<file path="config.mk">
export PLATFORM = sky130hd
export DESIGN_NAME = spi_frame_rx
export DESIGN_NICKNAME = d
export VERILOG_FILES = /design/src/rtl/spi_frame_rx_pkg.sv /design/src/rtl/spi_rx_sync.sv /design/src/rtl/spi_frame_rx.sv
export SDC_FILE = /design/constraint.sdc
export NUM_CORES = 1
export LEC_CHECK = 0
export CAP_MARGIN = 20
export CORE_MARGIN = 2
export CORE_UTILIZATION = 60
export CTS_CLUSTER_DIAMETER = 80
export DETAILED_ROUTE_END_ITERATION = 6
export DONT_BUFFER_PORTS = 1
export GPL_TIMING_DRIVEN = 1
export PLACE_DENSITY = 0.76
export SLEW_MARGIN = 40
export SYNTH_ARGS = -nofsm -noshare
export SYNTH_HDL_FRONTEND = slang
export SYNTH_SLANG_ARGS = --single-unit
</file>
<file path="constraint.sdc">
create_clock -name clk -period 7.3 [get_ports clk]
set_input_delay 0.73 -clock clk [delete_from_list [all_inputs] [get_ports clk]]
set_output_delay 0.73 -clock clk [all_outputs]
set_load 0.1 [all_outputs]
</file>
<file path="src/rtl/spi_frame_rx_pkg.sv">
`default_nettype none
// spi_frame_rx_pkg: frame constants and receiver state encoding shared by
// the SPI frame transmit and receive sides.
package spi_frame_rx_pkg;

  localparam int          TOTAL_FRAME_DEF     = 255;
  localparam logic [31:0] LAST_FRAME_DATA_DEF = 32'h0000_1234;

  typedef enum logic [1:0] {
    ST_IDLE = 2'd0,
    ST_DATA = 2'd1,
    ST_LAST = 2'd2
  } rx_state_e;

endpackage
`default_nettype wire

</file>
<file path="src/rtl/spi_rx_sync.sv">
`default_nettype none
// spi_rx_sync: brings the asynchronous SPI pins into the clk domain and
// reports sck rising and ss falling/rising edges as single-cycle strobes.
module spi_rx_sync (
  input  logic clk,
  input  logic rst,
  input  logic sck_i,
  input  logic sdi_i,
  input  logic ss_i,
  output logic sck_rise_o,
  output logic ss_fall_o,
  output logic ss_rise_o,
  output logic sdi_s_o
);

  // Bits [1:0] form the two-flop synchronizer; bit [2] is the edge-detect history.
  logic [2:0] sck_q;
  logic [2:0] ss_q;
  logic [1:0] sdi_q;

  always_ff @(posedge clk) begin
    if (rst) begin
      sck_q <= 3'b000;
      ss_q  <= 3'b111;
      sdi_q <= 2'b00;
    end else begin
      sck_q <= {sck_q[1:0], sck_i};
      ss_q  <= {ss_q[1:0], ss_i};
      sdi_q <= {sdi_q[0], sdi_i};
    end
  end

  assign sck_rise_o = sck_q[1] & ~sck_q[2];
  assign ss_fall_o  = ~ss_q[1] & ss_q[2];
  assign ss_rise_o  = ss_q[1] & ~ss_q[2];
  assign sdi_s_o    = sdi_q[1];

endmodule
`default_nettype wire

</file>
<file path="src/rtl/spi_frame_rx.sv">
`default_nettype none
// spi_frame_rx: SPI slave that collects a frame of 32-bit words, checks the
// trailing end-of-frame marker and hands data words out through a show-ahead FIFO.
module spi_frame_rx
  import spi_frame_rx_pkg::*;
#(
  parameter int          TOTAL_FRAME     = TOTAL_FRAME_DEF,
  parameter logic [31:0] LAST_FRAME_DATA = LAST_FRAME_DATA_DEF,
  parameter int          FIFO_AW         = 2
) (
  input  logic        clk,
  input  logic        rst,
  input  logic        sck,
  input  logic        sdi,
  input  logic        ss,
  output logic [31:0] data,
  output logic        valid,
  input  logic        ready,
  output logic [8:0]  word_cnt,
  output logic        frame_done,
  output logic        frame_err,
  output logic        overflow
);

  localparam int               DEPTH   = 1 << FIFO_AW;
  localparam logic [8:0]       TOTAL_W = 9'(TOTAL_FRAME);
  localparam logic [FIFO_AW:0] DEPTH_W = (FIFO_AW + 1)'(DEPTH);

  logic sck_rise, ss_fall, ss_rise, sdi_s;

  spi_rx_sync u_sync (
    .clk        (clk),
    .rst        (rst),
    .sck_i      (sck),
    .sdi_i      (sdi),
    .ss_i       (ss),
    .sck_rise_o (sck_rise),
    .ss_fall_o  (ss_fall),
    .ss_rise_o  (ss_rise),
    .sdi_s_o    (sdi_s)
  );

  rx_state_e   state_q, state_d;
  logic [4:0]  bit_cnt_q, bit_cnt_d;
  logic [31:0] shift_q, shift_d;
  logic [8:0]  word_cnt_q, word_cnt_d;
  logic        push_q, push_d;
  logic        done_q, done_d;
  logic        err_q, err_d;
  logic [31:0] word_new;
  logic        bit_evt, word_evt;

  assign word_new = {shift_q[30:0], sdi_s};
  assign bit_evt  = sck_rise && (state_q != ST_IDLE);
  assign word_evt = bit_evt && (bit_cnt_q == 5'd31);

  always_ff @(posedge clk) begin
    if (rst) begin
      state_q    <= ST_IDLE;
      bit_cnt_q  <= 5'd0;
      shift_q    <= 32'd0;
      word_cnt_q <= 9'd0;
      push_q     <= 1'b0;
      done_q     <= 1'b0;
      err_q      <= 1'b0;
    end else begin
      state_q    <= state_d;
      bit_cnt_q  <= bit_cnt_d;
      shift_q    <= shift_d;
      word_cnt_q <= word_cnt_d;
      push_q     <= push_d;
      done_q     <= done_d;
      err_q      <= err_d;
    end
  end

  always_comb begin
    state_d    = state_q;
    bit_cnt_d  = bit_cnt_q;
    shift_d    = shift_q;
    word_cnt_d = word_cnt_q;
    push_d     = 1'b0;
    done_d     = 1'b0;
    err_d      = 1'b0;
    if (bit_evt) begin
      shift_d   = word_new;
      bit_cnt_d = bit_cnt_q + 5'd1;
    end
    case (state_q)
      ST_IDLE: begin
        if (ss_fall) begin
          state_d    = ST_DATA;
          word_cnt_d = 9'd0;
          bit_cnt_d  = 5'd0;
        end
      end
      ST_DATA: begin
        if (ss_rise) begin
          state_d = ST_IDLE;
          err_d   = 1'b1;
        end else if (word_evt) begin
          // The word itself sits in shift_q next cycle and is pushed from there.
          push_d     = 1'b1;
          word_cnt_d = word_cnt_q + 9'd1;
          if (word_cnt_q + 9'd1 == TOTAL_W) begin
            state_d = ST_LAST;
          end
        end
      end
      ST_LAST: begin
        if (ss_rise) begin
          state_d = ST_IDLE;
          err_d   = 1'b1;
        end else if (word_evt) begin
          state_d = ST_IDLE;
          done_d  = (word_new == LAST_FRAME_DATA);
          err_d   = (word_new != LAST_FRAME_DATA);
        end
      end
      default: state_d = ST_IDLE;
    endcase
  end

  logic [31:0]        mem_q [DEPTH];
  logic [FIFO_AW-1:0] wr_ptr_q, rd_ptr_q;
  logic [FIFO_AW:0]   level_q;
  logic               ovf_q;
  logic               full, pop, wr_en;

  assign full  = (level_q == DEPTH_W);
  assign valid = (level_q != '0);
  assign pop   = valid & ready;
  // A pop in the same cycle frees the slot the push needs.
  assign wr_en = push_q & (~full | pop);

  always_ff @(posedge clk) begin
    if (wr_en) begin
      mem_q[wr_ptr_q] <= shift_q;
    end
  end

  always_ff @(posedge clk) begin
    if (rst) begin
      wr_ptr_q <= '0;
      rd_ptr_q <= '0;
      level_q  <= '0;
      ovf_q    <= 1'b0;
    end else begin
      if (wr_en) begin
        wr_ptr_q <= wr_ptr_q + 1'b1;
      end
      if (pop) begin
        rd_ptr_q <= rd_ptr_q + 1'b1;
      end
      case ({wr_en, pop})
        2'b10:   level_q <= level_q + 1'b1;
        2'b01:   level_q <= level_q - 1'b1;
        default: level_q <= level_q;
      endcase
      if (push_q && !wr_en) begin
        ovf_q <= 1'b1;
      end
    end
  end

  assign data       = valid ? mem_q[rd_ptr_q] : 32'd0;
  assign word_cnt   = word_cnt_q;
  assign frame_done = done_q;
  assign frame_err  = err_q;
  assign overflow   = ovf_q;

endmodule
`default_nettype wire

</file>
==> run metrics <==
status finished clean; Routed WL 13900 µm; I/O Buffers 0; RR Startpoint level_q[0]$_SDFFE_PP0P_; CTS tree built; crit path max fanout 27; max-cap viol count 0; Vias 4382; hold_sp rst; Ant. Diodes 0; synth unique cells 51; clock sinks 197; # setup viols final 0; initial antenna violation count 0; Final Power 2.04 mW; CP Launch Type flop; Worst IR Drop VDD 0.132 mV; pin count of the biggest net entering global routing 59; Pre-Repair DR Iteration Count 5; hold buffers post-CTS 0; leading area contributor after synthesis edfxtp_1; DR vias/cell 5.87; Ys Warns 0; Synth Flop Type edfxtp_1; asr flop ratio synth 0%; Worst path max stage delay 0.60 ns; # resized after CTS 0; r2r setup slk 4.29 ns; DRC Markers 0; power density cells 238 mW/mm²; terminus of the critical flop-to-flop path level_q[2]$_SDFFE_PP0P_; core area 0.0127 mm²; Reg clk slew, reported paths 0.06 ns; Tmin final 3.17 ns; Fin. Hold Viols 0; clock power share 41.5%; CP max stage cell mux4_2; crit end category output port; post-route ant nets 0; global-route wire length before repair 22100 µm; fin nets 579; Place WS 4.45 ns; Required @ worst endpoint 6.57 ns; mapped cell area 0.00783 mm²; CP top delay family multiplexers; number of enable flip-flop cells after synthesis 128; Hold EP word_cnt[2]$_SDFFE_PP0P_; crit path buf inv count 1; Syn Area/Cell 14.0 µm²; CP Class reg -> out; Starting Density 61.8%; Reg power frac 57.5%; Rel. slew slack 54.5%; Inserted Clock Buffers 17; postcts setup bufs 0; unrepaired setup endpoints after global routing false; Final WS setup 4.13 ns; drt first-iter violations 385; clock skew 0.00800 ns; syn nets 579; cells after synthesis 561; non-filler cells in the finished layout 746; number of H-tree levels 4; Gate power share 0.9%; cell count of the worst hold path 1; Die Wd 118 µm; Slew @ Worst Pin 0.682 ns; global route overflow 0; Inst Count DP 714; cell internal pwr 1.64 mW; routed len/inst 18.6 µm; Synth top area share 49.1%; die area 0.0140 mm²; #FFs+latches synth 197; post-DP HPWL 8130 µm; Arr. time, crit path 2.44 ns; GRT Util Overall 20.7%; switching part of the total power 19.5%; Worst Hold Class in -> reg; Post-Route Utilization 67.8%; P_leak 2.81 nW; Fmax achieved 0.315 GHz; share of layout cells above drive strength 1 22.3%; num rows 41; setup TNS 0 ns; Area Growth Syn to Fin 9.77%; clock buffer depth 2; sequential area share after synthesis 66.8%; worst skew pair latency 0.43 ns; worst r2r path cells 7; via count of the first global-routing pass 4343; switching power 0.398 mW; final period utilization 43.5%; CP Cell Sequence buf_4 > mux4_2 > and2_2; Slew Limit Fails 0; dominant cells by area after synthesis edfxtp_1 49%, dfxtp_1 18%, mux4_2 9.2%; I/O pin cnt 51; RD Place Congestion 0.857; Root Driver clkbuf_16; die span in y 118 µm
## per-stage QoR
step	hold slack (ns)	instance area (µm²)
after floorplan	0.389	7830
after global placement	0.398	7990
after detailed placement	0.405	8050
after CTS	0.354	8590
after global routing	0.361	8590
final	0.365	8590
## layer usage
| layer | share of wire (%) | wire [µm] | vias up | global-route usage, % |
|---|---|---|---|---|
| li1 | - | - | 2067 | - |
| met1 | 43 | 5910 | 2182 | 26.4 |
| met2 | 51 | 7100 | 118 | 34.8 |
| met3 | 4.7 | 658 | 15 | 4.30 |
| met4 | 1.7 | 230 | 0 | 8.36 |
| met5 | 0 | 0 | - | 0 |
## worst max path at each step
stage	from	end	slack, ns	cells after the start
6_report	flop	data[2]	4.13	3
5_1_grt	flop	data[2]	4.00	3
4_1_cts	flop	data[1]	4.07	3
3_5_place_dp	level_q[0]$_SDFFE_PP0P_	level_q[2]$_SDFFE_PP0P_	4.45	7
3_3_place_gp	level_q[0]$_SDFFE_PP0P_	level_q[2]$_SDFFE_PP0P_	4.27	7
2_1_floorplan	level_q[0]$_SDFFE_PP0P_	data[0]	4.00	4
## area by class of cell
cell class | count | area (µm²)
Tap cell | 172 | 215
Multi-Input combinational cell | 328 | 2500
Clock buffer | 17 | 425
Timing Repair Buffer | 7 | 52.6
Sequential cell | 197 | 5240
Inverter | 10 | 37.5
Clock inverter | 15 | 114
Fill cell | 887 | 4080
## state kept, by name (all words and copies together) (netlist names), named ones only
signal and flops:
bit_cnt_q 5, frame_done 1, frame_err 1, level_q 3, mem_q 128, overflow 1, push_q 1, rd_ptr_q 2
shift_q 32, state_q 2, u_sync.sck_q 3, u_sync.sdi_q 2, u_sync.ss_q 3, word_cnt 9, wr_ptr_q 2
## placed cells by master (no fill, tap or decap), types with 5 or more instances in the layout
cell type	count
edfxtp_1	128
nand2_1	80
dfxtp_1	56
a21oi_1	40
mux4_2	32
and2_2	32
nor2_1	26
clkbuf_16	17
dfxtp_2	12
ha_1	11
o21ai_0	10
inv_1	9
nor2b_1	9
xor2_1	8
buf_4	7
and3_1	6
nor4b_1	6
nor3_1	6
and2_1	5
clkinv_1	5
## synth_stat cells, drive strengths merged (2+ instances only)
cell / count
edfxtp: 128
nand2: 81
dfxtp: 69
a21oi: 40
and2: 37
mux4: 32
nor2: 26
clkbuf: 15
o21ai: 13
buf: 11
ha: 11
inv: 10
nor2b: 9
and3: 8
xor2: 8
nor3: 7
nor4b: 7
nand4: 6
nand3: 4
nor4: 4
or2: 4
nand3b: 3
xnor2: 3
a31oi: 2
mux2i: 2
o211ai: 2
o21a: 2
o31ai: 2
or3: 2
## cells by family after synthesis
group	share of synthesized area, %
compound gates	4.92
mux	9.46
buf+inv	1.87
flops	66.8
fa+ha+maj	2.01
simple gates	13.7
xor+xnor	1.23
## power groups by stage
stage	registers, mW	logic (mW)	clock network [mW]
6_report	1.18	0.0188	0.849
5_1_grt	1.18	0.0210	0.900
4_1_cts	1.18	0.0189	0.861
3_5_place_dp	1.20	0.0187	0
3_3_place_gp	1.20	0.0181	0
2_1_floorplan	1.20	0.0199	0
Power figures use the tool's default switching activity.
